**config.mk**
```make
export PLATFORM = sky130hd
export DESIGN_NAME = volume_ramp
export DESIGN_NICKNAME = d
export VERILOG_FILES = /design/src/rtl/volume_ramp_pkg.sv /design/src/rtl/volume_ramp_gain_ramp.sv /design/src/rtl/volume_ramp.sv
export SDC_FILE = /design/constraint.sdc
export NUM_CORES = 1
export LEC_CHECK = 0
export CORE_UTILIZATION = 57
export CTS_BUF_LIST = sky130_fd_sc_hd__clkbuf_16
export CTS_CLUSTER_DIAMETER = 40
export DETAILED_ROUTE_END_ITERATION = 10
export PLACE_DENSITY = 0.81
export SYNTH_ARGS = -nofsm -noshare
export SYNTH_HDL_FRONTEND = slang
export SYNTH_SLANG_ARGS = --single-unit
```
**constraint.sdc**
```tcl
create_clock -name clk -period 6.8 [get_ports clk]
set_input_delay 1.36 -clock clk [delete_from_list [all_inputs] [get_ports clk]]
set_output_delay 1.36 -clock clk [all_outputs]
set_load 0.05 [all_outputs]
```
**src/rtl/volume_ramp_pkg.sv**
```systemverilog
// Shared definitions for the output-level stage: ramp FSM encodings,
// gain/sample widths and the volume-to-target-gain map.
package volume_ramp_pkg;

    typedef enum logic [1:0] {
        STEADY = 2'b00,
        UP     = 2'b01,
        DOWN   = 2'b10
    } ramp_state_t;

    localparam int GAIN_W_DEF = 10;  // gain g means multiply by g/1024
    localparam int FRAC_W     = 10;  // fixed-point shift matching the 1024 scale
    localparam int SAMPLE_W   = 16;
    localparam int TARGET_W   = 10;

    // Map the 4-bit user volume and mute to a target gain.
    // Full scale (15) is forced to 1023 so the top setting is ~unity.
    function automatic logic [TARGET_W-1:0] target_gain(input logic [3:0] volume,
                                                        input logic       mute);
        logic [TARGET_W-1:0] t;
        if (mute) begin
            t = 10'd0;
        end else begin
            t = {volume, 6'b000000} | ((volume == 4'd15) ? 10'h03F : 10'h000);
        end
        return t;
    endfunction

endpackage

```
**src/rtl/volume_ramp_gain_ramp.sv**
```systemverilog
// Gain ramp: target map, ramp direction FSM and gain register.
// Gain steps toward the target by STEP once per input strobe and is clamped
// at the target, so it can neither overshoot nor wrap below zero.
module gain_ramp
    import volume_ramp_pkg::*;
#(
    parameter int STEP   = 4,
    parameter int GAIN_W = GAIN_W_DEF
) (
    input  logic              clk,
    input  logic              reset,
    input  logic [3:0]        volume,
    input  logic              mute,
    input  logic              strobe,
    output logic [GAIN_W-1:0] gain,
    output logic              ramp_busy
);
    localparam int                GW1       = GAIN_W + 1;
    localparam logic [GAIN_W:0]   STEP_WIDE = GW1'(STEP);
    localparam logic [GAIN_W-1:0] STEP_G    = GAIN_W'(STEP);

    logic [GAIN_W-1:0] target_s;
    logic [GAIN_W-1:0] gain_r;
    logic [GAIN_W-1:0] gain_next_s;
    logic [GAIN_W:0]   up_sum_s;
    logic [GAIN_W:0]   down_gap_s;
    ramp_state_t       state_r;
    ramp_state_t       state_next_s;
    logic              busy_r;

    // Target gain from the current volume/mute request.
    always_comb begin
        target_s = GAIN_W'(target_gain(volume, mute));
    end

    // Next gain: one clamped step toward the target, only on a strobe.
    always_comb begin
        up_sum_s    = {1'b0, gain_r} + STEP_WIDE;
        down_gap_s  = {1'b0, gain_r} - {1'b0, target_s};
        gain_next_s = gain_r;
        if (strobe) begin
            if (gain_r < target_s) begin
                if (up_sum_s >= {1'b0, target_s}) begin
                    gain_next_s = target_s;
                end else begin
                    gain_next_s = up_sum_s[GAIN_W-1:0];
                end
            end else if (gain_r > target_s) begin
                if (down_gap_s <= STEP_WIDE) begin
                    gain_next_s = target_s;
                end else begin
                    gain_next_s = gain_r - STEP_G;
                end
            end else begin
                gain_next_s = gain_r;
            end
        end else begin
            gain_next_s = gain_r;
        end
    end

    // Ramp direction, re-decided every cycle against the live target.
    always_comb begin
        state_next_s = STEADY;
        case (state_r)
            STEADY: begin
                if (gain_r < target_s) begin
                    state_next_s = UP;
                end else if (gain_r > target_s) begin
                    state_next_s = DOWN;
                end else begin
                    state_next_s = STEADY;
                end
            end
            UP: begin
                if (gain_next_s == target_s) begin
                    state_next_s = STEADY;
                end else if (target_s < gain_next_s) begin
                    state_next_s = DOWN;
                end else begin
                    state_next_s = UP;
                end
            end
            DOWN: begin
                if (gain_next_s == target_s) begin
                    state_next_s = STEADY;
                end else if (target_s > gain_next_s) begin
                    state_next_s = UP;
                end else begin
                    state_next_s = DOWN;
                end
            end
            default: state_next_s = STEADY;
        endcase
    end

    // Gain, state and busy flag registers; reset restarts the ramp from 0.
    always_ff @(posedge clk) begin
        if (reset) begin
            gain_r  <= 10'd0;
            state_r <= STEADY;
            busy_r  <= 1'b0;
        end else begin
            gain_r  <= gain_next_s;
            state_r <= state_next_s;
            busy_r  <= (state_next_s != STEADY);
        end
    end

    assign gain      = gain_r;
    assign ramp_busy = busy_r;

endmodule

```
**src/rtl/volume_ramp.sv**
```systemverilog
// Output-level stage: scales each echo sample by a click-free ramped gain.
// Two-stage pipeline (multiply, then shift) with a matching strobe delay line.
module volume_ramp
    import volume_ramp_pkg::*;
#(
    parameter int STEP   = 4,
    parameter int GAIN_W = GAIN_W_DEF
) (
    input  logic                clk,
    input  logic                reset,
    input  logic [3:0]          volume,
    input  logic                mute,
    input  logic                new_sample_in,
    input  logic [SAMPLE_W-1:0] sample_in,
    output logic [SAMPLE_W-1:0] sample_out,
    output logic                new_sample_out,
    output logic                ramp_busy
);
    localparam int PROD_W = GAIN_W + 1 + SAMPLE_W;

    logic [GAIN_W-1:0]        gain_s;
    logic signed [PROD_W-1:0] prod_s;
    logic signed [PROD_W-1:0] prod_r;
    logic                     stage1_valid_r;
    logic                     stage2_valid_r;
    logic [SAMPLE_W-1:0]      result_r;
    logic                     unused_prod_bits_s;

    // The sample uses the gain before this strobe's update; both land on the same edge.
    gain_ramp #(
        .STEP   (STEP),
        .GAIN_W (GAIN_W)
    ) u_gain_ramp (
        .clk       (clk),
        .reset     (reset),
        .volume    (volume),
        .mute      (mute),
        .strobe    (new_sample_in),
        .gain      (gain_s),
        .ramp_busy (ramp_busy)
    );

    // Signed product of the non-negative gain and the sample.
    always_comb begin
        prod_s = PROD_W'($signed({1'b0, gain_s})) * PROD_W'($signed(sample_in));
    end

    // Stage 1: capture strobe and product; product frozen between strobes.
    always_ff @(posedge clk) begin
        if (reset) begin
            stage1_valid_r <= 1'b0;
            prod_r         <= '0;
        end else begin
            stage1_valid_r <= new_sample_in;
            if (new_sample_in) begin
                prod_r <= prod_s;
            end else begin
                prod_r <= prod_r;
            end
        end
    end

    // Stage 2: arithmetic shift by the gain scale; output held between strobes.
    always_ff @(posedge clk) begin
        if (reset) begin
            stage2_valid_r <= 1'b0;
            result_r       <= 16'd0;
        end else begin
            stage2_valid_r <= stage1_valid_r;
            if (stage1_valid_r) begin
                result_r <= prod_r[FRAC_W +: SAMPLE_W];
            end else begin
                result_r <= result_r;
            end
        end
    end

    // Sign bit and fraction bits of the product never reach the output.
    assign unused_prod_bits_s = ^{prod_r[PROD_W-1:FRAC_W+SAMPLE_W], prod_r[FRAC_W-1:0]};

    assign sample_out     = result_r;
    assign new_sample_out = stage2_valid_r;

endmodule
```
After elaboration in Yosys (flattened, before gate mapping). Index checks and enable logic that the tools add are counted.

Register bits after elaboration: 57. Output and inout port bits: 18.

Add/sub/neg operators: 3. $mul: 1. Magnitude comparators: 6. Eq/ne operators: 4. Mux-type cells: 14. Bitwise logic cells: 1. Reductions and logical operators: 2.

Operator list (number): 10-bit two-way mux (6); 11-bit by 16-bit multiplier with 26-bit output (1); 10-bit greater-than comparator (2); 10-bit < comparator (2); 2-bit two-way mux (6); 10-bit by 3-bit adder with 11-bit output, second input constant (1); 11-bit by 10-bit >= comparator with 1-bit output (1); 11-bit by 3-bit less-or-equal comparator with 1-bit output, second input constant (1); 10-bit by 10-bit subtractor with 11-bit output (1); 10-bit equality test (1); 10-bit bitwise OR (1); 10-bit by 3-bit subtractor with 10-bit output, second input constant (1); 6-bit two-way mux (1); 2-bit one-hot mux with 3 select lines (1); 4-bit equality test, second input constant (1); 2-bit by 1-bit equality test with 1-bit output, second input constant (1); 2-bit equality test, second input constant (1); 2-bit logical NOT (1); 2-bit nonzero test (1).

Logic depth before layout (Yosys ltp). Gate-level depths: netlist of run 1.

Word-level depth: 15. Depth in mapped cells: 23.

Hierarchy. From an unflattened synthesis of run 1, not the netlist that was laid out.

Cell total of the unflattened synthesis: 1058. Area total of the unflattened synthesis: 9158.8 um2.

By module, submodules not included: volume_ramp (instances 1, cells an instance 794, area each 7128.1 um2, seq. area each 680.7 um2); gain_ramp (instances 1, cells an instance 264, area each 2030.7 um2, seq. area each 260.2 um2).

Least setup slack after synthesis of run 1. Ideal clock, no wire load.

Path kind: input -> register. Start: input sample_in[3]. End: register prod_r[15]. Setup time: 0.116 ns. Arrival: 6.326 ns. Required time: 6.684 ns. Setup slack: 0.358 ns. Cell stages on the path: 19. Path through: clkbuf_1 nand2_1 fa_1 fa_1 inv_1 fa_1 inv_1 fa_1 inv_1 fa_1 ha_1 a21o_1 a21o_1 a22o_1 o31ai_1 nand2b_1 a21oi_1 mux2_2 a31o_2.

Cells in the longest elaborated chain, start to end: 1.

Ends and longest elaborated chain: start: declaration (RTL line volume_ramp.sv:14) `input logic [SAMPLE_W-1:0] sample_in,`; 11-bit by 16-bit multiplier with 26-bit output (RTL line volume_ramp.sv:45) `prod_s = PROD_W'($signed({1'b0, gain_s})) * PROD_W'($signed(sample_in));`; end signal: assignment (RTL line volume_ramp.sv:56) `prod_r <= prod_s;`; end signal: assignment (RTL line volume_ramp.sv:58) `prod_r <= prod_r;`; end: declaration (RTL line volume_ramp.sv:23) `logic signed [PROD_W-1:0] prod_r;`.

Every way passes these cells. A chain may end at the register's enable or synchronous reset.

Worst setup path after layout of run 1. Same ends and word-level chain as after synthesis.

==> qor.csv, run 1 <==
metric,value,unit
outcome,"complete, no violations",
comb_power_share,85.1,%
dieArea,0.0159,mm^2
hp-start,prod_r[24],
powerDensity,499,mW/mm^2
p_int,2.33,mW
r2r_cells,20,
yosys_warnings,0,
p_clk_share,5.7,%
crit_chain,clkdlybuf4s50_1 > nand2_1 > fa_1 > fa_1 > inv_1 > fa_1 > inv_1 > fa_1 > inv_1 > fa_1 > ha_1 > a21o_1 > a21o_1 > a22o_1 > o31ai_2 > nand2b_1 > a21oi_1 > mux2_2 > a31o_2,
seq_power_share,9.1,%
fmax,153,MHz
worst_pin_slew,976,ps
ir_drop,0.292,mV
maxCapViolations,0,
finalSetupTns,0,ps
async_flop_share,0,%
start_util,58.1,%
critPathKind,input pin to register,
ant_nets,0,
crit_arrival,6730,ps
ctsHtreeMaxLevel,2,
drcViolationCount,0,
multi_input_area,0.00710,mm^2
cp-end-kind,register,
hpwlAfterDp,16500,um
path_common_cell,fa_1,
first_pass_iters,6,
tritoncts,done,
crit_cells,19,
cp.required,6980,ps
yosysMostFrequentCell,inv_1,
synth_edf_count,0,
ys_seq_area_share,10.7,%
antenna_found_initial,0,
clock_latency,290,ps
cts_hold_buf,0,
clk_root_buffer_cell,clkbuf_16,
gr-usage-met3,3.95,%
syn_area,0.00880,mm^2
totalPowerFinal,4.89,mW
drt_iter0_markers,473,
wl_per_cell,16.2,um
start_kind,input pin,
vias,7023,
p_switching,2.56,mW
routed_wl,20000,um
hold_viol,0,
dieHeight,126,um
ys.flop_type,dfxtp_1,
io_buffers,41,
yosys-top-cells-count,"inv_1 (154), fa_1 (141), nand2_1 (102)",
clock_sinks,47,
dpl.cell_count,1227,
insertedDiodeCount,0,
grt_overflow,0,
fin_crit,6550,ps
die_x,126,um
rr_endpoint,prod_r[15],
fillers,1212,
synth_top_cell_by_area,fa_1,
setup_viol,0,
grt_pass1_vias,7220,
reg2reg_from,u_gain_ramp.gain[7],
routabilityCongestion,0.883,
hold_class,register to register,
synthCells,1000,
yosys_register_bits,47,
rrSetupSlack,1090,ps
stdcell_count,1235,
rsz0062_at_grt,no,
fp-row-count,45,
use_met1,35.8,%
grt_max_degree,46,
synth.top_cells.by_area,"fa_1 (32%), ha_1 (12%), dfxtp_1 (11%), and2_1 (6.6%), inv_1 (6.6%)",
slew_headroom,34.9,%
path_clk_slew,70,ps
grt_pass1_wl,34400,um
ioPinCount,42,
hold-path-cell-count,2,
met2_usage,45.7,%
syn2layout_area_growth,11.4,%
slowest_delay,540,ps
fin_nets,1296,
crit_family,adder cells,
synth_top_area_share,32.1,%
busiest_layer,met2,
cts_made_buffers,5,
clock_skew,6.46,ps
syn_avg_cell_area,8.80,um^2
seq_area,941,um^2
track_usage,27.0,%
p_leak,4.54,nW
netSwitchingFraction,52.4,%
crit_fanout,2,
syn_nets,1250,
clock_path_buffers,2,
hold_path_end,prod_r[24],
ys_types,69,
worst_path_max_delay_cell,fa_1,
final-max-slew-violation-count,0,
path_buf_inv,4,
final.period_utilization,96.4,%
drive_gt1_share,7.64,%
viasPerCell,5.69,
core_region_area,0.0151,mm^2
## layer usage
| metal | wire length (um) | share of wire [%] |
|---|---|---|
| met1 | 8750 | 44 |
| met3 | 1030 | 5.2 |
| met5 | 0 | 0 |
| met2 | 9550 | 48 |
| met4 | 648 | 3.2 |
## cell usage in the layout, fill, tap and decap left out, types with 7 or more instances in the layout
| master | count |
|---|---|
| a21o_1 | 10 |
| a21oi_1 | 30 |
| and2_1 | 93 |
| and3_1 | 7 |
| buf_4 | 47 |
| clkdlybuf4s50_1 | 39 |
| dfxtp_1 | 47 |
| fa_1 | 141 |
| ha_1 | 85 |
| inv_1 | 154 |
| mux2i_1 | 28 |
| nand2_1 | 102 |
| nand2b_1 | 11 |
| nand3_1 | 16 |
| nand4_1 | 7 |
| nor2_1 | 53 |
| nor3_1 | 8 |
| o21a_1 | 7 |
| o21ai_0 | 18 |
| or4_1 | 7 |
| xnor2_1 | 17 |
| xor2_1 | 12 |
## repair_timing
item                                    in CTS  in global routing
endpoints found under the setup margin       0                 11
gates resized for setup                      0                  9
setup buffers                                0                  0
## sequential cells by signal, summed over array words and instances, names as in the netlist
signal,count
u_gain_ramp.state_r,2
new_sample_out,1
u_gain_ramp.ramp_busy,1
prod_r,16
sample_out,16
stage1_valid_r,1
u_gain_ramp.gain,10
## how the worst max path moves through the flow
stage	from	endpoint
after floorplan	sample_in[3]	prod_r[15]
after global placement	sample_in[6]	prod_r[24]
after detailed placement	sample_in[5]	prod_r[15]
after CTS	sample_in[5]	prod_r[15]
after global routing	sample_in[3]	prod_r[24]
final	sample_in[3]	prod_r[15]
## power groups by stage
stage	combinational (mW)	sequential, mW	clock (mW)
floorplan	2.82	0.404	0
global placement	4.04	0.451	0
detailed placement	4.13	0.450	0
CTS	4.16	0.445	0.284
global route	4.72	0.454	0.298
finish	4.16	0.446	0.280
## cell type report
class / count / area share, %
Clock buffer: 5 / 1.28
Clock inverter: 3 / 0.472
Tap cell: 188 / 2.40
Timing Repair Buffer: 88 / 7.84
Inverter: 156 / 5.97
Sequential cell: 47 / 9.60
Multi-Input combinational cell: 748 / 72.4
## stage by stage
step                hold slack (ps)  utilization [%]  cell area (um^2)  setup WS [ps]
finish                          474             64.7              9800            247
global route                    484             64.7              9800           13.0
CTS                             476             64.6              9780            122
detailed placement              461             63.4              9610           -170
global placement                454             63.4              9610          -61.0
floorplan                       425                -              8800            358
## cells by family (layout without fill, tap and decap cells)
logic type / Yosys count / in the layout / share of synthesized area [%]
and+or+nand+nor: 330 / 330 / 19.3
adders and majority gates: 226 / 226 / 44.2
buffers and inverters: 205 / 252 / 8.84
AOI/OAI and AO/OA: 133 / 133 / 10.7
DFF: 47 / 47 / 10.7
muxes: 30 / 30 / 3.44
xor gates and xnor gates: 29 / 29 / 2.89
## tightest hold or removal path, stage by stage (launching register included)
cell and delay (ps):
dfxtp_1 340, nand2_1 50, o21ai_0 60
No activity file was read; power rests on OpenSTA's default activity.
==> run 2: changes to the inputs <==
GPL_ROUTABILITY_DRIVEN = 1   (was not set)
==> results of run 2 <==
No change in the layout: final DEF, timing and power equal those of run 1.
